File: config.mk
export PLATFORM = sky130hd
export DESIGN_NAME = dmi_req_arbiter
export DESIGN_NICKNAME = d
export VERILOG_FILES = /design/src/rtl/dmi_req_arbiter.sv
export SDC_FILE = /design/constraint.sdc
export NUM_CORES = 1
export LEC_CHECK = 0
export ABC_CLOCK_PERIOD_IN_PS = 3700
export CAP_MARGIN = 20
export CORE_MARGIN = 4
export CORE_UTILIZATION = 40
export CTS_BUF_LIST = sky130_fd_sc_hd__clkbuf_16
export DETAILED_ROUTE_END_ITERATION = 6
export PLACE_DENSITY = 0.81
export SYNTH_ARGS = -nofsm -noshare
export SYNTH_HDL_FRONTEND = slang
export SYNTH_SLANG_ARGS = --single-unit
File: constraint.sdc
create_clock -name CLK_I -period 3.7 [get_ports CLK_I]
set_clock_uncertainty 0.05 [all_clocks]
set_input_delay 0.555 -clock CLK_I [delete_from_list [all_inputs] [get_ports CLK_I]]
set_output_delay 0.555 -clock CLK_I [all_outputs]
set_load 0.01 [all_outputs]
File: src/rtl/dmi_req_arbiter.sv
// dmi_req_arbiter
//   Round-robin arbiter that lets two debug front-ends (UART TAP, JTAG DTM)
//   share one DMI request/response path. Whole transactions are serialised:
//   one request is captured, issued downstream, its response (or a timeout
//   error) is returned to the owner, and only then is the next request taken.
//
// Ports
//   CLK_I, RST_I              clock, asynchronous active-high reset
//   REQ_VALID_I/REQ_READY_O   per-requester request handshake (bit i = requester i)
//   REQ_WRITE_I               per-requester write flag
//   REQ_ADDR0_I/REQ_ADDR1_I   request address per requester
//   REQ_DATA0_I/REQ_DATA1_I   request payload per requester
//   RSP_VALID_O/RSP_READY_I   per-requester response handshake
//   RSP_DATA_O, RSP_ERR_O     shared response payload and timeout flag
//   DMI_REQ_*                 downstream request channel (captured fields)
//   DMI_RSP_*                 downstream response channel
//   CLEAR_I                   synchronous abort back to idle, no response
module dmi_req_arbiter #(
  parameter int unsigned IRLENGTH = 5,
  parameter int unsigned WIDTH    = 41,
  parameter int unsigned TIMEOUT  = 255
) (
  input  logic                CLK_I,
  input  logic                RST_I,
  input  logic [1:0]          REQ_VALID_I,
  input  logic [1:0]          REQ_WRITE_I,
  input  logic [IRLENGTH-1:0] REQ_ADDR0_I,
  input  logic [IRLENGTH-1:0] REQ_ADDR1_I,
  input  logic [WIDTH-1:0]    REQ_DATA0_I,
  input  logic [WIDTH-1:0]    REQ_DATA1_I,
  output logic [1:0]          REQ_READY_O,
  output logic [1:0]          RSP_VALID_O,
  input  logic [1:0]          RSP_READY_I,
  output logic [WIDTH-1:0]    RSP_DATA_O,
  output logic                RSP_ERR_O,
  output logic                DMI_REQ_VALID_O,
  input  logic                DMI_REQ_READY_I,
  output logic                DMI_REQ_WRITE_O,
  output logic [IRLENGTH-1:0] DMI_REQ_ADDR_O,
  output logic [WIDTH-1:0]    DMI_REQ_DATA_O,
  input  logic                DMI_RSP_VALID_I,
  input  logic [WIDTH-1:0]    DMI_RSP_DATA_I,
  output logic                DMI_RSP_READY_O,
  input  logic                CLEAR_I
);

  localparam int unsigned CNT_W = $clog2(TIMEOUT + 1);
  localparam logic [CNT_W-1:0] CNT_LAST = CNT_W'(TIMEOUT - 1);

  typedef enum logic [3:0] {
    ST_IDLE  = 4'b0001,
    ST_ISSUE = 4'b0010,
    ST_WAIT  = 4'b0100,
    ST_DONE  = 4'b1000
  } state_e;

  // Captured request payload
  typedef struct packed {
    logic                write;
    logic [IRLENGTH-1:0] addr;
    logic [WIDTH-1:0]    data;
  } req_t;

  state_e           state_q, state_d;
  logic             last_grant_q, last_grant_d;
  logic             owner_q, owner_d;
  logic [CNT_W-1:0] cnt_q, cnt_d;
  req_t             req_q, req_d;
  logic             dmi_req_valid_q, dmi_req_valid_d;
  logic [1:0]       rsp_valid_q, rsp_valid_d;
  logic [WIDTH-1:0] rsp_data_q, rsp_data_d;
  logic             rsp_err_q, rsp_err_d;

  logic             winner;
  logic             accept;
  logic             expired;
  logic [CNT_W-1:0] cnt_inc;
  logic [1:0]       owner_onehot;

  // Winner: a lone requester wins; on a tie the one not granted last time wins
  always_comb begin
    winner = REQ_VALID_I[1];
    if (REQ_VALID_I == 2'b11) begin
      winner = ~last_grant_q;
    end
  end

  assign accept       = (state_q == ST_IDLE) && (|REQ_VALID_I) && !CLEAR_I;
  assign expired      = (cnt_q >= CNT_LAST);
  assign owner_onehot = owner_q ? 2'b10 : 2'b01;

  // Saturating increment so a stalled count can never wrap back below the limit
  assign cnt_inc = (cnt_q == {CNT_W{1'b1}}) ? cnt_q : cnt_q + CNT_W'(1);

  // State-decoded handshake outputs
  assign REQ_READY_O     = accept ? (winner ? 2'b10 : 2'b01) : 2'b00;
  assign DMI_RSP_READY_O = (state_q == ST_IDLE) || (state_q == ST_WAIT);

  // Next-state and registered-output logic
  always_comb begin
    state_d         = state_q;
    last_grant_d    = last_grant_q;
    owner_d         = owner_q;
    cnt_d           = cnt_q;
    req_d           = req_q;
    dmi_req_valid_d = dmi_req_valid_q;
    rsp_valid_d     = rsp_valid_q;
    rsp_data_d      = rsp_data_q;
    rsp_err_d       = rsp_err_q;

    if (CLEAR_I) begin
      // Abort beats every other event; arbitration history is preserved
      state_d         = ST_IDLE;
      dmi_req_valid_d = 1'b0;
      rsp_valid_d     = 2'b00;
    end else begin
      case (state_q)
        ST_IDLE: begin
          if (accept) begin
            owner_d         = winner;
            last_grant_d    = winner;
            cnt_d           = '0;
            req_d.write     = REQ_WRITE_I[winner];
            req_d.addr      = winner ? REQ_ADDR1_I : REQ_ADDR0_I;
            req_d.data      = winner ? REQ_DATA1_I : REQ_DATA0_I;
            dmi_req_valid_d = 1'b1;
            state_d         = ST_ISSUE;
          end
        end

        ST_ISSUE: begin
          cnt_d = cnt_inc;
          if (DMI_REQ_READY_I) begin
            dmi_req_valid_d = 1'b0;
            state_d         = ST_WAIT;
          end else if (expired) begin
            dmi_req_valid_d = 1'b0;
            rsp_valid_d     = owner_onehot;
            rsp_data_d      = '0;
            rsp_err_d       = 1'b1;
            state_d         = ST_DONE;
          end
        end

        ST_WAIT: begin
          cnt_d = cnt_inc;
          if (DMI_RSP_VALID_I) begin
            rsp_valid_d = owner_onehot;
            rsp_data_d  = DMI_RSP_DATA_I;
            rsp_err_d   = 1'b0;
            state_d     = ST_DONE;
          end else if (expired) begin
            rsp_valid_d = owner_onehot;
            rsp_data_d  = '0;
            rsp_err_d   = 1'b1;
            state_d     = ST_DONE;
          end
        end

        ST_DONE: begin
          if (RSP_READY_I[owner_q]) begin
            rsp_valid_d = 2'b00;
            state_d     = ST_IDLE;
          end
        end

        default: begin
          state_d         = ST_IDLE;
          dmi_req_valid_d = 1'b0;
          rsp_valid_d     = 2'b00;
        end
      endcase
    end
  end

  // State and output registers
  always_ff @(posedge CLK_I or posedge RST_I) begin
    if (RST_I) begin
      state_q         <= ST_IDLE;
      last_grant_q    <= 1'b1;
      owner_q         <= 1'b0;
      cnt_q           <= '0;
      req_q           <= '0;
      dmi_req_valid_q <= 1'b0;
      rsp_valid_q     <= 2'b00;
      rsp_data_q      <= '0;
      rsp_err_q       <= 1'b0;
    end else begin
      state_q         <= state_d;
      last_grant_q    <= last_grant_d;
      owner_q         <= owner_d;
      cnt_q           <= cnt_d;
      req_q           <= req_d;
      dmi_req_valid_q <= dmi_req_valid_d;
      rsp_valid_q     <= rsp_valid_d;
      rsp_data_q      <= rsp_data_d;
      rsp_err_q       <= rsp_err_d;
    end
  end

  assign DMI_REQ_VALID_O = dmi_req_valid_q;
  assign DMI_REQ_WRITE_O = req_q.write;
  assign DMI_REQ_ADDR_O  = req_q.addr;
  assign DMI_REQ_DATA_O  = req_q.data;
  assign RSP_VALID_O     = rsp_valid_q;
  assign RSP_DATA_O      = rsp_data_q;
  assign RSP_ERR_O       = rsp_err_q;

endmodule

Yosys cells after proc, flatten, opt, wreduce, memory -nomap -nowiden
Index checks and enable logic that the tools add are counted.

word-level totals
  bits in registers = 106
  input port bits = 144
  output and inout bits = 95
  word-level logic and storage cells = 86

operators by class
  add/subtract/negate cells = 1
  $lt $le $gt $ge = 3
  equal/unequal tests = 15
  multiplexer cells = 39
  bitwise operators = 2
  reduce and logical (&&, ||, !) cells = 15

operators with widths
  cell                   number
  $mux W41               4
  $pmux W41 S2           1
  $mux W4                6
  $mux W2                8
  $mux W8                2
  $pmux W4 S4            1
  $pmux W8 S2            1
  $mux W1                12
  $reduce_and A3 Y1      4
  $ne A3 B3 Y1 const B   3
  $add A8 B1 Y8 const B  1
  $eq A8 B8 Y1 const B   1
  $ge A8 B8 Y1 const B   1
  $ne A2 B2 Y1 const B   4
  $pmux W2 S4            1
  $reduce_or A2 Y1       3
  $mux W5                1
  $eq A4 B1 Y1 const B   1
  $eq A4 B2 Y1 const B   1
  $eq A4 B3 Y1 const B   1
  $eq A4 B4 Y1 const B   1
  $lt A1 B2 Y1 const B   2
  $ne A4 B4 Y1 const B   1
  $reduce_and A4 Y1      1
  10 further kinds       13

Longest topological paths before layout
  depth after elaboration = 6
  depth in mapped cells = 9
  gate-level depth less buffers = 7

Worst setup path before layout
Ideal clock, no wire load.

  kind = input-to-output
  start point = in CLEAR_I
  end point = out REQ_READY_O[0]
  data arrival time = 1.808 ns
  data required time = 3.095 ns
  slack = 1.287 ns
  cell stages on the path = 6
  buffers on the path = 3
  cells stage by stage = clkbuf_1 > or3_1 > nor2_1 > and3_1 > buf_2 > buf_2

between the ends
  cells in the longest elaborated chain, start to end = 3

RTL lines
  what                 line  source
  start: declaration   44    input logic CLEAR_I
  $logic_not A1 Y1     88    assign accept = (state_q == ST_IDLE) && (|REQ_VALID_I) && !CLEAR_I;
  $logic_and A1 B1 Y1  88
  $mux W2              96    assign REQ_READY_O = accept ? (winner ? 2'b10 : 2'b01) : 2'b00;
  end: declaration     31    output logic [1:0] REQ_READY_O,

Every way passes these cells.

Worst setup path after layout
  start point = reg state_q[2]
  end point = out REQ_READY_O[0]

between the ends
  cells in the longest elaborated chain, start to end = 4

RTL lines
  what                              line  source
  start: declaration                64    state_e state_q, state_d;
  start signal: assignment          189   state_q <= state_d;
  $eq A4 B1 Y1                      88
  $logic_and A1 B1 Y1 (2 in a row)  88
  $mux W2                           96

Every way passes these cells.

==> flow_summary.json <==
{
  "postCtsHoldBufs": 0,
  "p_clk_share_pct": 26.7,
  "clock_latency_ns": 0.35,
  "grt_first_pass_wirelength_um": 23200,
  "p_sw_share_pct": 30.0,
  "cp_max_fo": 14,
  "worstPathRequired_ns": 3.09,
  "die_w_um": 116,
  "syn_area_per_cell_um2": 9.96,
  "setup_ws_ns": 0.526,
  "dp_hpwl_um": 11000,
  "root_buffer": "clkbuf_16",
  "min-delay-path-class": "reg -> reg",
  "start_kind": "register",
  "synth_cell_types": 47,
  "die_area_um2": 13500,
  "rows": 39,
  "grt_max_degree": 61,
  "tns_ns": 0,
  "drive_gt1_share_pct": 5.60,
  "power.density_nw_per_um2": 509,
  "antenna_found_initial": 1,
  "path_cells": "or3_1 -> nor2_1 -> and3_2 -> clkdlybuf4s50_1",
  "core-area_um2": 11400,
  "grt.total_usage_pct": 22.0,
  "drt-total-wl_um": 15200,
  "cts.repair.resized": 0,
  "globalplace.congestion": 0.815,
  "cp.arrival_ns": 2.57,
  "wl_per_cell_um": 18.1,
  "clkTransAtPathRegs_ns": 0.07,
  "start_util_pct": 40.9,
  "multi_input_area_um2": 1650,
  "cts_tree": "yes",
  "drtIter0Drc": 468,
  "cts_setup_buffers": 0,
  "max_cap_viol_count": 0,
  "crit_path_max_incr_delay_ns": 0.57,
  "crit_type": "reg -> out",
  "period_needed_ns": 3.17,
  "ff2ff_path_depth": 6,
  "max_freq_mhz": 315,
  "htree_levels": 3,
  "syn_to_final_growth_pct": 59.9,
  "status": "finished, final reports clean",
  "setup_viol": 0,
  "worstReg2RegEnd": "RSP_DATA_O[30]",
  "worst_path_max_delay_cell": "dfrtp_1",
  "endpoint_kind": "output pin",
  "nFillCells": 894,
  "firstDrtPassIters": 6,
  "worstHoldEndpoint": "DMI_REQ_DATA_O[27]",
  "cts-buffers-inserted": 9,
  "ys_warn_count": 0,
  "die_y_um": 116,
  "cp_top_family": "simple AND/OR/NAND/NOR gates",
  "boundaryPins": 239,
  "final_cell_mix": "238 x clkdlybuf4s50_1, 104 x dfrtp_1, 53 x nor2_1",
  "stdcell_count": 840,
  "dpl.cell_count": 823,
  "clockBufferDepth": 2,
  "fin_crit_sh_pct": 85.8,
  "pre_cts_ws_ns": 0.589,
  "p_int_uw": 2660,
  "seq_area_um2": 2660,
  "worstMarginPinSlew_ns": 0.678,
  "viasPerCell": 5.36,
  "ys.flop_type": "dfrtp_1",
  "p_comb_share_pct": 32.1,
  "grt_overflow": 0,
  "syn_inst": 469,
  "grt_pass1_vias": 4648,
  "path_buf_inv": 1,
  "hold_depth": 2,
  "synth_fp_nets": 615,
  "nNetsFinal": 837,
  "synth_async_sr_flop_share_pct": 100,
  "hold_viol": 0,
  "leakage_uw": 0.00333,
  "syn_area_um2": 4670,
  "p_switching_uw": 1140,
  "drcViolationCount": 0,
  "final_common_cell": "clkdlybuf4s50_1",
  "rrSetupSlack_ns": 1.02,
  "hp-start": "DMI_REQ_DATA_O[27]",
  "power_frac_seq_pct": 41.2,
  "antenna_left": 0,
  "rsz0062_at_grt": "no",
  "yosys_register_bits": 106,
  "vias": 4505,
  "ys_seq_area_share_pct": 56.8,
  "drv_slew": 0,
  "peakVddDrop_mv": 0.347,
  "port-buffer-count": 238,
  "cts_sinks": 106,
  "r2r-start": "state_q[2]",
  "synth-edff-count": 0,
  "maxSlewHeadroom_pct": 54.8
}
[worst reg2reg max path, stage by stage, from the launching register on]
cell	delay, ns
dfrtp_1	0.68
nor4b_1	0.34
and2_1	0.62
nor2b_2	0.26
buf_4	0.38
nor2_1	0.10
a21oi_1	0.17
[stage by stage]
step           util [%]  total power [µW]  hold WS (ns)  cell area, µm²
2_1_floorplan         -              2040         0.418            4670
3_3_place_gp       62.6              2760         0.422            7150
3_5_place_dp       62.6              2800         0.426            7150
4_1_cts            65.4              3840         0.445            7470
5_1_grt            65.4              4000         0.468            7470
6_report           65.4              3800         0.443            7470
[final cells by class]
class                           instances  area share, %
Inverter                               52           2.65
Timing Repair Buffer                  247           33.0
Multi-Input combinational cell        275           22.1
Tap cell                              143           2.40
Clock inverter                          7           1.26
Clock buffer                            9           3.02
Antenna cell                            1         0.0335
Sequential cell                       106           35.6
[cell usage after synthesis, drive strengths merged, types with 2 or more instances]
master | number | area [µm²]
and3 | 2 | 12.5
dfstp | 2 | 52.6
nand3 | 4 | 20.0
inv | 52 | 195
nor3b | 3 | 22.5
clkbuf | 14 | 52.6
o41ai | 2 | 17.5
or2 | 3 | 18.8
a21o | 2 | 15.0
nand2 | 52 | 198
nor3 | 5 | 25.0
and2b | 3 | 25.0
nor4 | 4 | 25.0
a21oi | 48 | 240
dfrtp | 104 | 2600
xnor2 | 3 | 26.3
o31ai | 4 | 30.0
or4 | 2 | 15.0
or3 | 3 | 18.8
ha | 2 | 25.0
o21ai | 10 | 53.8
nand2b | 3 | 18.8
nor2 | 54 | 203
buf | 22 | 125
a222oi | 47 | 470
a22o | 2 | 17.5
nor2b | 4 | 25.0
[how the worst max path moves through the flow]
stage	to	from	depth (start not counted)
2_1_floorplan	DMI_REQ_ADDR_O[0]	RST_I	1
3_3_place_gp	REQ_READY_O[1]	CLEAR_I	5
3_5_place_dp	REQ_READY_O[0]	CLEAR_I	5
4_1_cts	REQ_READY_O[0]	state_q[2]	4
5_1_grt	REQ_READY_O[0]	state_q[2]	4
6_report	REQ_READY_O[0]	state_q[2]	4
[registers in the layout, summed over array words and instances (netlist names)]
name and cells:
owner_q 1, cnt_q 8, state_q 4, DMI_REQ_VALID_O 1, RSP_VALID_O 2, DMI_REQ_ADDR_O 5, DMI_REQ_DATA_O 41, RSP_ERR_O 1
DMI_REQ_WRITE_O 1, last_grant_q 1, RSP_DATA_O 41
[power groups by stage]
stage | Sequential, µW | Combinational (µW) | Clock (µW)
after detailed placement | 1580 | 1220 | 0
after floorplan | 1660 | 385 | 0
after CTS | 1570 | 1230 | 1040
after global placement | 1570 | 1190 | 0
final | 1570 | 1220 | 1020
after global routing | 1600 | 1320 | 1080
[per-layer routing]
| metal | vias to the layer above | share of wire, % | track usage [%] | wire (µm) |
|---|---|---|---|---|
| met2 | 231 | 51 | 37.8 | 7750 |
| met1 | 2151 | 36 | 25.0 | 5450 |
| li1 | 2105 | - | - | - |
| met5 | - | 0 | 0 | 0 |
| met4 | 0 | 1.9 | 7.97 | 286 |
| met3 | 18 | 11 | 8.30 | 1700 |
[cells by family after synthesis]
logic type      after synthesis  synth area share, %
xor+xnor                      4                0.750
mux                           1                0.214
simple gates                145                 14.0
flops                       106                 56.8
buf+inv                      88                 7.98
compound gates              123                 19.7
fa+ha+maj                     2                0.536
(Power assumes the default switching activity.)
